`src/rtl/product_accumulator_pkg.sv`:
```
// Shared types and defaults for the product accumulator: FSM states, default
// widths and a reference saturating add for the default widths.
package product_accumulator_pkg;

  localparam int DEF_PROD_W = 16;
  localparam int DEF_ACC_W  = 18;
  localparam int DEF_CNT_W  = 4;

  typedef enum logic [1:0] {
    IDLE  = 2'd0,
    ACCUM = 2'd1,
    HOLD  = 2'd2
  } state_e;

  typedef struct packed {
    logic [DEF_ACC_W-1:0] sum;
    logic                 ovf;
  } sat_res_t;

  // Saturating unsigned add at the default widths; the carry out of the
  // widened sum is the overflow indication.
  function automatic sat_res_t sat_add(input logic [DEF_ACC_W-1:0]  acc,
                                       input logic [DEF_PROD_W-1:0] prod);
    logic [DEF_ACC_W:0] wide;
    sat_res_t           res;
    wide    = {1'b0, acc} + {{(DEF_ACC_W + 1 - DEF_PROD_W){1'b0}}, prod};
    res.ovf = wide[DEF_ACC_W];
    res.sum = res.ovf ? {DEF_ACC_W{1'b1}} : wide[DEF_ACC_W-1:0];
    return res;
  endfunction

endpackage

```
`src/rtl/product_accumulator_sat_adder.sv`:
```
// Combinational unsigned add of a product into the accumulator, clamping to
// all ones and flagging overflow when the sum does not fit in ACC_W bits.
module product_accumulator_sat_adder
  import product_accumulator_pkg::*;
#(
  parameter int PROD_W = DEF_PROD_W,
  parameter int ACC_W  = DEF_ACC_W
) (
  input  logic [ACC_W-1:0]  acc_i,
  input  logic [PROD_W-1:0] prod_i,
  output logic [ACC_W-1:0]  sum_o,
  output logic              ovf_o
);

  logic [ACC_W:0] wide_sum;

  assign wide_sum = {1'b0, acc_i} + {{(ACC_W + 1 - PROD_W){1'b0}}, prod_i};
  assign ovf_o    = wide_sum[ACC_W];
  assign sum_o    = ovf_o ? {ACC_W{1'b1}} : wide_sum[ACC_W-1:0];

endmodule

```
`src/rtl/product_accumulator.sv`:
```
// Accumulates a programmable-length block of multiplier products into a
// saturating sum and presents it on a held valid/ready result port.
module product_accumulator
  import product_accumulator_pkg::*;
#(
  parameter int PROD_W = DEF_PROD_W,
  parameter int ACC_W  = DEF_ACC_W,
  parameter int CNT_W  = DEF_CNT_W
) (
  input  logic              clk,
  input  logic              rst_n,
  input  logic              ena,
  input  logic              clear,
  input  logic [CNT_W-1:0]  block_len,
  input  logic              in_valid,
  input  logic [PROD_W-1:0] in_data,
  output logic              in_ready,
  output logic              out_valid,
  output logic [ACC_W-1:0]  out_data,
  input  logic              out_ready,
  output logic              overflow,
  output logic              busy
);

  localparam logic [CNT_W:0] CNT_ONE = {{CNT_W{1'b0}}, 1'b1};

  state_e             state_q, state_d;
  logic [ACC_W-1:0]   acc_q, acc_d;
  logic [CNT_W:0]     cnt_q, cnt_d;
  logic [CNT_W-1:0]   len_q, len_d;
  logic               in_ready_q, in_ready_d;
  logic               out_valid_q, out_valid_d;
  logic [ACC_W-1:0]   out_data_q, out_data_d;
  logic               overflow_q, overflow_d;
  logic               busy_q, busy_d;

  logic               accept;
  logic               out_take;
  logic [ACC_W-1:0]   add_sum;
  logic               add_ovf;
  logic [ACC_W-1:0]   first_sum;

  assign accept    = in_valid & in_ready_q & ena;
  assign out_take  = out_valid_q & out_ready & ena;
  assign first_sum = {{(ACC_W - PROD_W){1'b0}}, in_data};

  product_accumulator_sat_adder #(
    .PROD_W (PROD_W),
    .ACC_W  (ACC_W)
  ) u_sat_adder (
    .acc_i  (acc_q),
    .prod_i (in_data),
    .sum_o  (add_sum),
    .ovf_o  (add_ovf)
  );

  always_comb begin
    state_d     = state_q;
    acc_d       = acc_q;
    cnt_d       = cnt_q;
    len_d       = len_q;
    in_ready_d  = in_ready_q;
    out_valid_d = out_valid_q;
    out_data_d  = out_data_q;
    overflow_d  = overflow_q;

    if (ena) begin
      if (clear) begin
        state_d     = IDLE;
        acc_d       = '0;
        cnt_d       = '0;
        out_valid_d = 1'b0;
        out_data_d  = '0;
        overflow_d  = 1'b0;
        in_ready_d  = 1'b1;
      end else begin
        unique case (state_q)
          IDLE: begin
            // First enabled edge after reset raises in_ready here.
            in_ready_d = 1'b1;
            if (accept) begin
              len_d      = block_len;
              acc_d      = first_sum;
              cnt_d      = CNT_ONE;
              overflow_d = 1'b0;
              if (block_len == '0) begin
                state_d     = HOLD;
                out_valid_d = 1'b1;
                out_data_d  = first_sum;
                in_ready_d  = 1'b0;
              end else begin
                state_d = ACCUM;
              end
            end
          end
          ACCUM: begin
            if (accept) begin
              acc_d      = add_sum;
              cnt_d      = cnt_q + CNT_ONE;
              overflow_d = overflow_q | add_ovf;
              // cnt is one bit wider than len_q so the last count never wraps.
              if (cnt_q == {1'b0, len_q}) begin
                state_d     = HOLD;
                out_valid_d = 1'b1;
                out_data_d  = add_sum;
                in_ready_d  = 1'b0;
              end
            end
          end
          HOLD: begin
            if (out_take) begin
              state_d     = IDLE;
              out_valid_d = 1'b0;
              acc_d       = '0;
              cnt_d       = '0;
              overflow_d  = 1'b0;
              in_ready_d  = 1'b1;
            end
          end
          default: begin
            state_d    = IDLE;
            acc_d      = '0;
            cnt_d      = '0;
            in_ready_d = 1'b1;
          end
        endcase
      end
    end

    busy_d = ena ? (state_d != IDLE) : busy_q;
  end

  always_ff @(posedge clk or negedge rst_n) begin
    if (!rst_n) begin
      state_q     <= IDLE;
      acc_q       <= '0;
      cnt_q       <= '0;
      len_q       <= '0;
      in_ready_q  <= 1'b0;
      out_valid_q <= 1'b0;
      out_data_q  <= '0;
      overflow_q  <= 1'b0;
      busy_q      <= 1'b0;
    end else begin
      state_q     <= state_d;
      acc_q       <= acc_d;
      cnt_q       <= cnt_d;
      len_q       <= len_d;
      in_ready_q  <= in_ready_d;
      out_valid_q <= out_valid_d;
      out_data_q  <= out_data_d;
      overflow_q  <= overflow_d;
      busy_q      <= busy_d;
    end
  end

  assign in_ready  = in_ready_q;
  assign out_valid = out_valid_q;
  assign out_data  = out_data_q;
  assign overflow  = overflow_q;
  assign busy      = busy_q;

endmodule

```
`config.mk`:
```
export PLATFORM = sky130hd
export DESIGN_NAME = product_accumulator
export DESIGN_NICKNAME = d
export VERILOG_FILES = /design/src/rtl/product_accumulator_pkg.sv /design/src/rtl/product_accumulator_sat_adder.sv /design/src/rtl/product_accumulator.sv
export SDC_FILE = /design/constraint.sdc
export NUM_CORES = 1
export LEC_CHECK = 0
export ABC_AREA = 1
export CORE_MARGIN = 5
export CORE_UTILIZATION = 50
export CTS_CLUSTER_DIAMETER = 120
export DETAILED_ROUTE_END_ITERATION = 7
export GPL_TIMING_DRIVEN = 0
export PLACE_DENSITY = 0.77
export SLEW_MARGIN = 20
export SYNTH_ARGS = -nofsm -noshare
export SYNTH_HDL_FRONTEND = slang
export SYNTH_SLANG_ARGS = --single-unit
```
`constraint.sdc`:
```
create_clock -name clk -period 1.9 [get_ports clk]
set_clock_uncertainty 0.1 [all_clocks]
set_input_delay 0.38 -clock clk [delete_from_list [all_inputs] [get_ports clk]]
set_output_delay 0.38 -clock clk [all_outputs]
set_load 0.02 [all_outputs]
```
==> metrics.txt, run 1 <==
highest achievable clock rate 459 MHz; Hold Path Class in -> async; count of H-tree levels built during CTS 2; r2r worst-path depth 14; aggregate global-route resource usage 23.9%; Max Root-Sink Buffers 2; DRT Wirelength 12.5 mm; Data required, critical path 2.05 ns; crit path capture type flop; clock slew seen by the registers of the worst setup and hold paths 0.11 ns; growth of design area from synthesis to finish 44.5%; hold-fix buffer count after cts 0; placed standard-cell area 4470 sq um; die area 9370 sq um; ratio of total power to cell area 816 nW/um^2; switching power summed over all nets 1.93 mW; antenna cells 0; TritonCTS clock tree done; Routability Congestion 0.957; most numerous cell types in the synthesized netlist sky130_fd_sc_hd__nand2_1, sky130_fd_sc_hd__inv_1, sky130_fd_sc_hd__dfrtp_1, sky130_fd_sc_hd__nand3_1, sky130_fd_sc_hd__nor2_1; last element of the critical path acc_q[12]; via count 4,300; final critical-path share of the clock period 115%; start of the worst register-to-register path acc_q[9]; Cells after Synth 594; MaxCap Viol Count 0; die width 96.8 um; final worst setup slack -0.277 ns; run status finished, violations left; aggregate global routing overflow 0; number of global-route vias before repair 3,961; most common flop cell mapped by yosys sky130_fd_sc_hd__dfrtp_1; share of total power in the clock network 14.8%; relative slew slack 55.4%; fraction of synthesized cell area taken by the top area cell type 33.9%; Max Fanout on Critical Path 7; setup repair after global routing missed its margin yes; Net Sw Frac 43.4%; fraction of registers with async set or reset after synthesis 100%; reg-to-reg setup timing slack -0.28 ns; total DRC errors in the routed layout 0; I/O pin count 48; via density per instance 5.48; endpoint arrival time on the critical path 2.33 ns; buffers added on ports 46; standard-cell rows 31; Peak supply drop 420 uV; max-slew violations 0; biggest area consumer among synthesized cells sky130_fd_sc_hd__dfrtp_1; post-synthesis instance area 3770 sq um; number of search-and-repair iterations in the first detailed-routing pass 5; final net count 729; number of antenna violations at the first check in global routing 0; final number of setup-violating endpoints 37; proportion of synthesized chip area in sequential cells 33.9%; area of all sequential standard cells 1280 sq um; clock root buffer sky130_fd_sc_hd__clkbuf_8; Overall Power 4.44 mW; min Tclk post-route 2.18 ns; pin count of the biggest net entering global routing 52; die span in y 96.8 um; classification of the worst setup path reg -> reg; final hold slack -0.0376 ns; transition time at the pin with the least slew margin 0.670 ns; failing checks hold timing, setup timing; Num Clock Sinks 51; Seq pwr share 32.0%; CP Launch Type flop; number of enable flip-flop cells after synthesis 0; effective utilization at floorplan 51.7%; Final Hold Violating Endpoints 8; fillcell total 552; Core Footprint 7290 sq um; FF-to-FF End acc_q[12]; Post-Syn Area per Cell 6.34 sq um; leading cell type by number of instances after synthesis sky130_fd_sc_hd__nand2_1; synthesis-stage register bit count 51; internal power of the cells 2.51 mW; post-place setup slack -0.938 ns; first-pass GRT wire length 18.6 mm; final instance area 5440 sq um; area taken by multi-input logic gates 2830 sq um; leakage power figure 2.90 nW; clock insertion delay at the later pin of the skew report 0.31 ns; Final HPWL DP 7.99 mm; warning count from the yosys run 0; number of buffers created by CTS 5; cells taking the most area after synthesis sky130_fd_sc_hd__dfrtp_1, sky130_fd_sc_hd__nand2_1, sky130_fd_sc_hd__inv_1; fraction of final layout cells sized beyond drive strength 1 30.0%; number of antenna-violating nets in the routed design 0; number of nets in the synthesized netlist 638; logic gate share of total power 53.2%; Distinct cells, synth 34; average wire length per cell after detail routing 16.0 um; CP Launch Point acc_q[9]; detailed router's first-iteration violation count 292
==> cells by family after synthesis <==
group	share of synthesized area (%)
fa+ha+maj	6.18
simple gates	41.2
buf+inv	8.93
xor+xnor	1.63
flops	33.9
compound gates	8.17
==> final cells by class <==
cell class	instances	share of cell area [%]
timing repair buffer	85	14.2
buffer	11	1.24
tap	99	2.28
multi-input combinational	459	52.0
clock inverter	3	0.345
clock buffer	5	1.26
sequential	51	23.4
inverter	72	5.19
==> power groups by stage <==
stage,Clock (mW),Sequential [mW],Combinational (mW)
2_1_floorplan,0,1.52,1.04
3_3_place_gp,0,1.42,1.69
3_5_place_dp,0,1.43,1.72
4_1_cts,0.671,1.42,1.94
5_1_grt,0.714,1.45,2.55
6_report,0.658,1.42,2.36
==> flip-flops by register name, indices dropped and copies added, names as in the netlist <==
| name | count |
|---|---|
| acc_q | 18 |
| busy | 1 |
| cnt_q | 5 |
| in_ready | 1 |
| len_q | 4 |
| out_data | 18 |
| out_valid | 1 |
| overflow | 1 |
| state_q | 2 |
==> what timing repair did <==
item | 4_1_cts | 5_1_grt
pin swaps | 36 | 66
buffers inserted | 20 | 18
setup endpoints to repair | 39 | 39
gates resized for setup | 87 | 92
cloned | 1 | 0
==> metrics by stage <==
stage          instances  TNS, ns  hold slack (ns)  util [%]
2_1_floorplan        594        0          -0.0156         -
3_3_place_gp         739   -93.84            0.363      61.4
3_5_place_dp         739   -30.15            0.359      61.3
4_1_cts              767    -4.42           0.0184      68.3
5_1_grt              785   -10.42           0.0461      74.7
6_report             785    -7.03          -0.0376      74.7
==> metal layers <==
layer	vias up	track usage [%]	part of all wire (%)
li1	2030	-	-
met1	1993	31.1	40
met5	-	0	0
met2	231	40.1	48
met3	46	4.17	7.8
met4	0	8.32	4.0
==> how the worst min path moves through the flow <==
| stage | end | slack, ns | cells after the start |
|---|---|---|---|
| finish | acc_q[7] | -0.04 | 1 |
| global route | acc_q[7] | 0.05 | 1 |
| CTS | acc_q[7] | 0.02 | 1 |
| detailed placement | acc_q[7] | 0.36 | 1 |
| global placement | out_data[5] | 0.36 | 2 |
| floorplan | acc_q[0] | -0.02 | 0 |
==> critical path: stages, from the launching register on <==
cell and delay (ns):
sky130_fd_sc_hd__dfrtp_1 0.42, sky130_fd_sc_hd__ha_4 0.33, sky130_fd_sc_hd__nand2_4 0.07, sky130_fd_sc_hd__nor2_4 0.14
sky130_fd_sc_hd__inv_2 0.08, sky130_fd_sc_hd__nor2_4 0.12, sky130_fd_sc_hd__nand3_2 0.10, sky130_fd_sc_hd__nand3_4 0.20
sky130_fd_sc_hd__buf_6 0.15, sky130_fd_sc_hd__inv_6 0.04, sky130_fd_sc_hd__nand2_2 0.06, sky130_fd_sc_hd__nand2_2 0.06
sky130_fd_sc_hd__nand2_2 0.09, sky130_fd_sc_hd__nand2_2 0.06, sky130_fd_sc_hd__nand2_2 0.07
==> cell usage in the layout (no fill, tap or decap), drive strengths merged <==
cell and instances:
ha 17, nand2 296, dfrtp 51, or2 1, nor3 6, o211a 1, nor2 33, o22ai 1
clkinv 2, o211ai 2, nand3 32, clkbuf 10, dlygate4sd2 17, nor3b 3, nand3b 1, clkdlybuf4s50 28
a21oi 15, xor2 7, a31oi 1, o21ai 36, fa 1, nand4 5, inv 73, buf 46
o21bai 1
(Power assumes the default switching activity.)
==> run 2, diff against run 1 <==
- CORE_ASPECT_RATIO: unset -> 1.4
- SETUP_SLACK_MARGIN: unset -> 0.02
==> run 2 against run 1 <==
  * The flow still finishes with violations (hold timing, setup timing)
  * Core utilization down 6.7 points
  * Sequential power about the same
  * Flip-flop and latch count unchanged
  * Global-route usage up 0.93 points
  * Non-clock buffer count down 20
  * Via count down 9.0%
  * Design area down 8.1%
  * Combinational power down 15%
  * Critical path depth unchanged
  * First-iteration DRC count down 39%
  * Critical endpoint is now acc_q[14]
==> metrics.txt, run 2 (synthesized netlist as in run 1, its figures left out) <==
run status finished, violations left; failing checks hold timing, setup timing; MaxCap Viol Count 0; standard-cell rows 37; fillcell total 639; endpoint arrival time on the critical path 2.30 ns; clock insertion delay at the later pin of the skew report 0.32 ns; aggregate global-route resource usage 24.9%; aggregate negative setup slack -5.85 ns; final critical-path share of the clock period 115%; transition time at the pin with the least slew margin 0.695 ns; final net count 709; growth of design area from synthesis to finish 32.8%; r2r worst-path depth 14; classification of the worst setup path reg -> reg; Core Footprint 7360 sq um; CP Launch Type flop; pin count of the biggest net entering global routing 52; relative slew slack 53.7%; ratio of total power to cell area 814 nW/um^2; final worst setup slack -0.280 ns; average wire length per cell after detail routing 14.7 um; leakage power figure 2.71 nW; I/O pin count 48; commonest non-fill, non-tap cell in the layout sky130_fd_sc_hd__nand2_1; count of H-tree levels built during CTS 2; die span in y 113 um; hold-fix buffer count after cts 0; crit path capture type flop; final hold slack -0.0266 ns; die area 9400 sq um; clock slew seen by the registers of the worst setup and hold paths 0.10 ns; number of buffers created by CTS 5; number of search-and-repair iterations in the first detailed-routing pass 5; Peak supply drop 487 uV; setup repair after global routing missed its margin yes; utilization after layout 68.0%; final number of setup-violating endpoints 36; detailed router's first-iteration violation count 178; buffers added on ports 46; max-slew violations 0; fraction of final layout cells sized beyond drive strength 1 19.2%; antenna cells 0; clock root buffer sky130_fd_sc_hd__clkbuf_8; Final HPWL DP 8.26 mm; via count 3,912; Data required, critical path 2.02 ns; area of all sequential standard cells 1280 sq um; highest achievable clock rate 459 MHz; die width 83.4 um; number of antenna-violating nets in the routed design 0; area taken by multi-input logic gates 2570 sq um; min Tclk post-route 2.18 ns; TritonCTS clock tree done; aggregate global routing overflow 0; number of antenna violations at the first check in global routing 0; first-pass GRT wire length 18.9 mm; Max Root-Sink Buffers 2; number of global-route vias before repair 4,137; Hold Path Class in -> async; Max Fanout on Critical Path 4; Final Instance Count excl. Fillers 763; highest-count cells in the layout ignoring fill and taps sky130_fd_sc_hd__nand2_1, sky130_fd_sc_hd__inv_1, sky130_fd_sc_hd__dfrtp_1; via density per instance 5.13; DRT Wirelength 11.2 mm; total DRC errors in the routed layout 0; effective utilization at floorplan 51.2%; Num Clock Sinks 51; Routability Congestion 0.922; Final Hold Violating Endpoints 11; post-placement cell count 737
## run 2: area by class of cell
class                      instances  area share (%)
inverter                          72            5.45
clock inverter                     3           0.400
multi-input combinational        459            51.4
clock buffer                       5            1.38
buffer                            11            1.45
sequential                        51            25.5
timing repair buffer              65            12.0
tap                               97            2.42
## run 2: power by group
part	leakage, nW	internal, mW	switching (mW)	total (mW)
clock	0.0402	0.258	0.402	0.660
combinational	2.00	0.817	1.18	2.00
sequential	0.671	1.27	0.142	1.41
## run 2: through the flow
step	setup WS (ns)	total power, mW	area, sq um	hold slack [ns]
CTS	-0.257	4.01	4880	0.0153
detailed placement	-0.851	3.19	4510	0.364
finish	-0.280	4.08	5000	-0.0266
global route	-0.394	4.39	5000	0.0376
global placement	-1.27	3.15	4510	0.362
floorplan	0.00506	2.58	3930	-0.0156
## run 2: path summary, 6_finish.rpt
path	start	end	slack, ns
setup / recovery	acc_q[0]	acc_q[14]	-0.28
hold / removal	rst_n	state_q[1]	-0.03
setup reg to reg	acc_q[0]	acc_q[14]	-0.28
hold reg to reg	out_data[9]	out_data[9]	0.39
max in group asynchronous	rst_n	in_ready	1.24
min in group clk	ena	state_q[1]	0.25
## run 2: layer usage
layer / global-route usage [%] / up-vias / wire length [um]
met5: 0 / - / 0
met4: 15.4 / 0 / 461
met3: 3.93 / 34 / 405
met2: 45.2 / 99 / 5910
met1: 26.7 / 1787 / 4430
li1: - / 1992 / -
## run 2: repair_timing
action / 4_1_cts / 5_1_grt
endpoints found under the setup margin: 41 / 39
resized for setup: 67 / 31
pin swaps: 21 / 12
buffers inserted: 16 / 3
## run 2: worst max-delay path, cell delays in order, from the launching register on
cell and delay [ns]:
sky130_fd_sc_hd__dfrtp_1 0.42, sky130_fd_sc_hd__ha_4 0.18, sky130_fd_sc_hd__fa_2 0.40, sky130_fd_sc_hd__nand2_1 0.10, sky130_fd_sc_hd__nand3_1 0.07, sky130_fd_sc_hd__nand3_1 0.11
sky130_fd_sc_hd__nand2_2 0.11, sky130_fd_sc_hd__nand2_2 0.08, sky130_fd_sc_hd__nand2_1 0.05, sky130_fd_sc_hd__nand2_1 0.06, sky130_fd_sc_hd__nand2_1 0.05, sky130_fd_sc_hd__o21ai_2 0.16
sky130_fd_sc_hd__nand2_1 0.08, sky130_fd_sc_hd__nand2_1 0.06, sky130_fd_sc_hd__nand2_1 0.05
==> run 3, diff against run 2 <==
- PLACE_DENSITY: 0.77 -> 0.74
- clock period: 1.9 -> 2.22 ns (I/O delays scaled with it)
==> run 3 against run 2 <==
  * The flow now finishes without violations
  * Power fell by 13%
  * Worst hold slack better by 0.080 ns
  * Cell count decreased by 0.39%
  * Clock power fell by 1%
  * Wire length about the same
  * Sequential power is 13% lower
  * Die area unchanged
  * Sequential share of layout area rose by 0.66 points
  * Via count up 0.79%
  * Critical path type is now in -> reg
==> metrics.txt, run 3 (synthesized netlist as in run 1, its figures left out) <==
clock root buffer sky130_fd_sc_hd__clkbuf_8; die area 9400 sq um; aggregate global routing overflow 0; reg-to-reg setup timing slack 0.05 ns; TritonCTS clock tree done; final net count 707; crit path capture type flop; detailed router's first-iteration violation count 218; final critical-path share of the clock period 98.2%; aggregate global-route resource usage 23.7%; clock slew seen by the registers of the worst setup and hold paths 0.09 ns; antenna cells 0; die width 83.4 um; total DRC errors in the routed layout 0; min Tclk post-route 2.18 ns; highest-count cells in the layout ignoring fill and taps sky130_fd_sc_hd__nand2_1, sky130_fd_sc_hd__inv_1, sky130_fd_sc_hd__dfrtp_1; highest achievable clock rate 459 MHz; MaxCap Viol Count 0; final number of setup-violating endpoints 0; area of all sequential standard cells 1280 sq um; CP Launch Type input port; count of H-tree levels built during CTS 2; ratio of total power to cell area 724 nW/um^2; I/O pin count 48; r2r worst-path depth 10; slowest stage delay, CP 0.38 ns; buffers added on ports 46; number of global-route vias before repair 3,894; commonest non-fill, non-tap cell in the layout sky130_fd_sc_hd__nand2_1; DRT Wirelength 11.2 mm; Routability Congestion 0.931; Max Root-Sink Buffers 2; clock insertion delay at the later pin of the skew report 0.31 ns; delay-heaviest family, CP buffers and inverters; die span in y 113 um; growth of design area from synthesis to finish 29.4%; sum of buffers and inverters on the critical path 3; fillcell total 678; hold-fix buffer count after cts 0; via density per instance 5.19; Core Footprint 7360 sq um; number of search-and-repair iterations in the first detailed-routing pass 5; Max Fanout on Critical Path 8; slowest stage cell, crit path sky130_fd_sc_hd__fa_2; classification of the worst setup path in -> reg; average wire length per cell after detail routing 14.8 um; endpoint arrival time on the critical path 2.27 ns; Final Hold Violating Endpoints 0; run status completed; utilization after layout 66.3%; standard-cell rows 37; start of the worst register-to-register path acc_q[0]; setup repair after global routing missed its margin yes; most frequent cell on the critical path sky130_fd_sc_hd__nand2_1; number of antenna violations at the first check in global routing 0; relative slew slack 55.9%; Peak supply drop 381 uV; pin count of the biggest net entering global routing 52; number of buffers created by CTS 5; Final HPWL DP 8.18 mm; transition time at the pin with the least slew margin 0.661 ns; max-slew violations 0; first-pass GRT wire length 18.1 mm; Overall Power 3.53 mW; number of antenna-violating nets in the routed design 0; FF-to-FF End out_data[8]; leakage power figure 2.69 nW; Data required, critical path 2.31 ns; Num Clock Sinks 51; Hold Path Class in -> async; fraction of final layout cells sized beyond drive strength 1 16.0%; area taken by multi-input logic gates 2480 sq um; effective utilization at floorplan 51.2%; cell breakdown of the critical path dlygate4sd2_1 > ha_4 > fa_2 > buf_4 > nand3_2 > nand3_4 > buf_8 > nor2_4 > nand2_1 > o211ai_1 > nand2_1; via count 3,943
## run 3: cell types whose count changed in the layout (fill, tap and decap cells not counted), moves of 3 or more
cell / before / now
sky130_fd_sc_hd__nand2_4: 5 / 1
sky130_fd_sc_hd__inv_1: 57 / 60
sky130_fd_sc_hd__o21ai_4: 3 / 0
sky130_fd_sc_hd__o21ai_1: 4 / 9
sky130_fd_sc_hd__clkbuf_2: 4 / 1
sky130_fd_sc_hd__nand2_1: 273 / 278
sky130_fd_sc_hd__clkbuf_1: 1 / 5
## run 3: worst max-delay path by stage
stage          startpoint           end  depth (start not counted)
2_1_floorplan  in_data[0]  out_data[14]                         14
6_report       in_data[0]   out_data[8]                         11
5_1_grt        in_data[5]  out_data[15]                         15
4_1_cts        in_data[0]  out_data[14]                         15
3_5_place_dp   in_data[0]  out_data[14]                         15
3_3_place_gp        rst_n   out_data[8]                          1
## run 3: layout make-up
cell class                      instances  share of cell area, %
Inverter                               72                   5.54
Clock buffer                            5                   1.41
Clock inverter                          2                  0.769
Buffer                                 12                   1.44
Multi-Input combinational cell        459                   50.8
Sequential cell                        51                   26.2
Timing Repair Buffer                   62                   11.4
Tap cell                               97                   2.49
## run 3: report_power, final
part	switching (mW)	internal [mW]	leakage, nW
sequential	0.126	1.09	0.671
combinational	0.983	0.679	1.96
clock	0.321	0.330	0.0502
total	1.43	2.10	2.69
## run 3: repair_timing
action                                  CTS  global route
resized for setup                        50            34
setup buffers                             4            12
pin swaps                                 5            11
endpoints found under the setup margin   37            34
gates cloned                              0             0
## run 3: per-layer routing
layer | vias to the layer above | GRT usage [%] | wire, um
met5 | - | 0 | 0
met4 | 0 | 13.1 | 534
met3 | 38 | 3.35 | 425
met2 | 106 | 44.2 | 5880
met1 | 1812 | 25.5 | 4370
li1 | 1987 | - | -
## run 3: stage by stage
step / TNS, ns / cell area [sq um] / instances / worst slack [ns] / hold slack (ns)
3_5_place_dp: -23.14 / 4350 / 737 / -0.806 / 0.365
2_1_floorplan: 0 / 3770 / 594 / 0.0986 / 0.0484
3_3_place_gp: -74.77 / 4350 / 737 / -1.03 / 0.362
4_1_cts: 0 / 4700 / 748 / 0.0269 / 0.0861
6_report: 0 / 4880 / 760 / 0.0398 / 0.0538
5_1_grt: -0.428 / 4880 / 760 / -0.0748 / 0.123
==> variant 1, RTL diff (config.mk and constraints of run 3) <==
Make the reset (`rst_n`) synchronous in one clocked block.
--- a/src/rtl/product_accumulator.sv
+++ b/src/rtl/product_accumulator.sv
@@ -132,3 +132,3 @@
 
-  always_ff @(posedge clk or negedge rst_n) begin
+  always_ff @(posedge clk) begin
     if (!rst_n) begin
Check against the original RTL: differs if rst_n is asserted again (counterexample within 4 cycles, from zero or initial values and one cycle with rst_n low); with rst_n held inactive, the same outputs for 4 cycles.
==> variant 1 against run 3 <==
Sequential cell count unchanged. Cell area decreased by 1.6%. Worst setup slack better by 0.023 ns. Synthesized area down 3.0%. Count of clock-buffer cells in the layout did not move. First-iteration DRC count up 22%. Wire length grew 0.17%. Largest cell class unchanged.
Power is not compared: it rests on default switching activity, and its combinational part moved more than twofold at a synthesized area within 25%.
==> variant 1: results (changes against run 3) <==
| Quantity | Reported | Delta |
| --- | --- | --- |
| Outcome | finished clean |  |
| Post-DP HPWL | 8170 um | about the same |
| Synthesized netlist net count | 649 | +1.7% |
| Detailed Routing Iterations Pass 1 | 6 | +1 |
| Placed cell area | 4240 um2 | -2.6% |
| Initial antenna violation count | 0 | unchanged |
| Library cell contributing the largest single delay on the critical path | dlygate4sd2_1 |  |
| Post-place setup slack | -0.803 ns | +0.00315 ns |
| Total vias in the final route | 4156 | +5.4% |
| Clk buf depth | 2 | unchanged |
| Global-route wire length before repair | 17400 um | -3.8% |
| Arrival time reported for the critical path endpoint | 2.24 ns | -0.03 ns |
| Pin count of the biggest net entering global routing | 18 | -65% |
| Crit path largest cell delay | 0.30 ns | -0.08 ns |
| Number of fill cells | 649 | -4.3% |
| Ys async rst share | 0 | -1.00 |
| Number of input and output port buffers inserted | 46 | unchanged |
| Clock transition at the registers of the reported paths | 0.10 ns |  |
| Yosys cell types | 36 | +5.9% |
| Primary flip-flop cell chosen by synthesis mapping | dfxtp_1 |  |
| Synth cell count leaders | 244 x nand2_1, 66 x inv_1, 56 x a21oi_1, 51 x dfxtp_1, 36 x nor2_1 |  |
| Cells taking the most area after synthesis | dfxtp_1 28%, nand2_1 25%, a21oi_1 7.7%, ha_1 7.2%, inv_1 6.8% |  |
| Weighted congestion at the end of routability-driven global placement | 0.949 | +2.0% |
| Average detailed-routed wire length per instance | 14.7 um | -0.36% |
| Global router's overall resource usage | 0.239 | +0.00150 |
| Tightest slew margin relative to the limit | 0.574 | +0.0144 |
| DRT iter0 DRCs | 266 | +22% |
| Vias in the first global route | 3947 | +1.4% |
| Proportion of synthesized chip area in sequential cells | 0.279 | -0.0593 |
| Net total in the final layout | 714 | +0.99% |
| Fraction of layout cells with a size suffix above 1 | 0.154 | -0.00546 |
-- variant 1: cell types whose count changed after synthesis, sizes merged, moves of 6 or more --
cell and delta:
nand2 -47, a21oi +45, dfxtp +51, nand3 -6, dfrtp -51
-- variant 1: path summary, 6_finish.rpt --
check         startpoint      endpoint  slack, ns  cells after the start
max          in_data[14]      acc_q[0]       0.06                     10
min reg2reg  out_data[7]   out_data[7]       0.37                      2
min          out_data[7]   out_data[7]       0.37                      2
max reg2reg     acc_q[0]  out_data[14]       0.07                     14
-- variant 1: kinds of logic after synthesis --
family	synth area share
xor+xnor	0.0216
buf+inv	0.0962
flops	0.279
simple gates	0.366
compound gates	0.160
fa+ha+maj	0.0774
-- variant 1: layout make-up --
type	instances	area, um2	area share
clock buffers	5	68.8	0.0143
clock inverters	3	46.3	0.00964
flip-flops and latches	51	1020	0.213
repair buffers	59	537	0.112
inverters	69	263	0.0547
plain buffers	16	100	0.0208
well taps	97	121	0.0253
multi-input cells	464	2640	0.550
-- variant 1: power breakdown --
group	internal, mW	switching, mW	total, mW
registers	0.950	0.0281	0.978
logic	0.232	0.339	0.570
clock network	0.340	0.355	0.695
total	1.52	0.722	2.24
-- variant 1: worst max-delay path, delay by kind of cell --
family                     cells  cell delay (ns)
and+or+nand+nor                5             0.63
AOI/OAI and AO/OA              3             0.58
buffers and inverters          1             0.30
adders and majority gates      1             0.28
-- variant 1: metal layers --
| layer | track usage | part of all wire |
|---|---|---|
| met2 | 0.414 | 0.51 |
| met1 | 0.265 | 0.38 |
| met5 | 0 | 0 |
| met4 | 0.147 | 0.061 |
| met3 | 0.0285 | 0.050 |
-- variant 1: repair_timing --
action | CTS | global route
cloned | 0 | 1
buffers inserted | 0 | 12
setup endpoints to repair | 37 | 34
gates resized for setup | 58 | 49
pin swaps | 1 | 16
hold buffers | 0 | 0
-- variant 1: per-stage QoR --
step	total power, mW	cells
5_1_grt	2.35	764
3_5_place_dp	1.48	744
6_report	2.24	764
4_1_cts	2.20	751
2_1_floorplan	1.31	601
3_3_place_gp	1.47	744
==> variant 2, RTL diff (config.mk and constraints of run 3) <==
Made on the original files. Change the package constant `DEF_ACC_W` from 18 to 36.
--- a/src/rtl/product_accumulator_pkg.sv
+++ b/src/rtl/product_accumulator_pkg.sv
@@ -5,3 +5,3 @@
   localparam int DEF_PROD_W = 16;
-  localparam int DEF_ACC_W  = 18;
+  localparam int DEF_ACC_W  = 36;
   localparam int DEF_CNT_W  = 4;
Ports: changed (resized out_data); port bits go from 48 to 66. The function was not compared with the original's and may differ.
==> variant 2 against run 3 <==
Worst setup slack lost 0.0055 ns. Cell area grew 59%. Sequential share of layout area grew 1.9 points. Total power grew 47%. Largest power group is now registers. Fmax shrank 0.25%. Combinational power grew 10%. Synthesized area grew 56%. Cell count grew 54%. Sequential cell count grew 36. Wire length grew 61%.
==> variant 2: results (changes against run 3) <==
| Quantity | Reported | Delta |
| --- | --- | --- |
| Fraction of layout cells with a size suffix above 1 | 0.157 | -0.00302 |
| Weighted congestion at the end of routability-driven global placement | 0.965 | +3.7% |
| Routing usage on met3 | 0.0338 | +0.000267 |
| Placed cell area | 6750 um2 | +55% |
| Net total in the final layout | 1061 | +50% |
| Critical-path maximum fanout | 7 | -1 |
| CTS-repair resized insts | 87 | +74% |
| Proportion of synthesized chip area in sequential cells | 0.370 | +0.0315 |
| Number of H-tree branching levels | 3 | +1 |
| Routed metal-1 wirelength | 7070 um | +62% |
| Global-route wire length before repair | 29000 um | +61% |
| Crit path largest cell delay | 0.41 ns | +0.03 ns |
| Number of setup buffers added after CTS | 10 | +6 |
| Hold-fix buffers, CTS | 1 | +1 |
| Cells taking the most area after synthesis | dfrtp_1 37%, nand2_1 28%, nand3_1 7.4%, inv_1 6.6%, ha_1 3.6% |  |
| Average via count per standard cell | 5.30 | +2.2% |
| Insertion delay to the later sink of the worst-skew pair | 0.35 ns | +0.04 ns |
| Yosys cell types | 33 | -2.9% |
| Transition time at the pin with the least slew margin | 0.614 ns | -0.0472 ns |
| Worst IR Drop VDD | 0.428 mV | +13% |
| Met2 WL post-DR | 9460 um | +61% |
| Vias in the first global route | 6116 | +57% |
| Synthesized netlist net count | 963 | +51% |
| Min-delay worst type | primary input to register |  |
| Synth cell count leaders | 446 x nand2_1, 103 x inv_1, 87 x dfrtp_1, 87 x nand3_1, 43 x nor2_1 |  |
| Met2 Use GR | 0.463 | +0.0209 |
| Met3 wirelength from detailed routing | 602 um | +42% |
| Pin count of the biggest net entering global routing | 50 | -3.8% |
| Post-place setup slack | -0.922 ns | -0.116 ns |
| Leakage power of the design | 4.13 nW | +54% |
| Library cell contributing the largest single delay on the critical path | dfrtp_1 |  |
| Average cell area after synthesis | 6.40 um2 | +0.88% |
| Number of buffers added by the clock tree synthesis step | 9 | +4 |
| Global router's overall resource usage | 0.260 | +0.0224 |
| Outcome | finished clean |  |
| Met1 track demand over resource | 0.298 | +0.0427 |
| Root Driver | clkbuf_16 |  |
| Number of fill cells | 1068 | +58% |
| Number of input and output port buffers inserted | 64 | +39% |
## variant 2: cell count changes after synthesis, sizes merged, moves of 3 or more
cell / before / now
xor2: 7 / 2
nand3: 32 / 89
nand4: 5 / 9
inv: 72 / 103
nand3b: 1 / 5
nand2: 296 / 449
nor3: 6 / 14
clkbuf: 5 / 9
dfrtp: 51 / 87
nor2: 33 / 48
a21oi: 15 / 18
o21ai: 36 / 39
xnor2: 0 / 7
buf: 7 / 10
## variant 2: cell type report
cell class / count / area [um2] / area share
Buffer: 19 / 118 / 0.0152
Clock buffer: 11 / 233 / 0.0300
Clock inverter: 3 / 46.3 / 0.00597
Inverter: 104 / 395 / 0.0510
Multi-Input combinational cell: 709 / 3760 / 0.485
Sequential cell: 87 / 2180 / 0.281
Tap cell: 147 / 184 / 0.0237
Timing Repair Buffer: 87 / 835 / 0.108
## variant 2: logic make-up (layout without fill, tap and decap cells)
| family | after synthesis | count (layout) | share of synthesized area |
|---|---|---|---|
| compound gates | 61 | 61 | 0.0540 |
| xor+xnor | 9 | 9 | 0.0134 |
| fa+ha+maj | 18 | 18 | 0.0396 |
| buf+inv | 123 | 224 | 0.0836 |
| flops | 87 | 87 | 0.370 |
| simple gates | 621 | 621 | 0.439 |
## variant 2: worst paths after layout
kind	end	slack, ns	cells after the start	start
max	acc_q[24]	0.03	12	acc_q[0]
min	state_q[0]	0.31	2	ena
max reg2reg	acc_q[24]	0.03	12	acc_q[0]
min reg2reg	out_data[7]	0.38	2	out_data[7]
max in group asynchronous	acc_q[33]	0.89	3	rst_n
min in group asynchronous	acc_q[7]	0.51	2	rst_n
## variant 2: power by group
part	total [mW]	switching, mW	internal (mW)
Combinational	1.83	1.07	0.763
Clock	1.50	0.638	0.863
Sequential	1.86	0.121	1.74
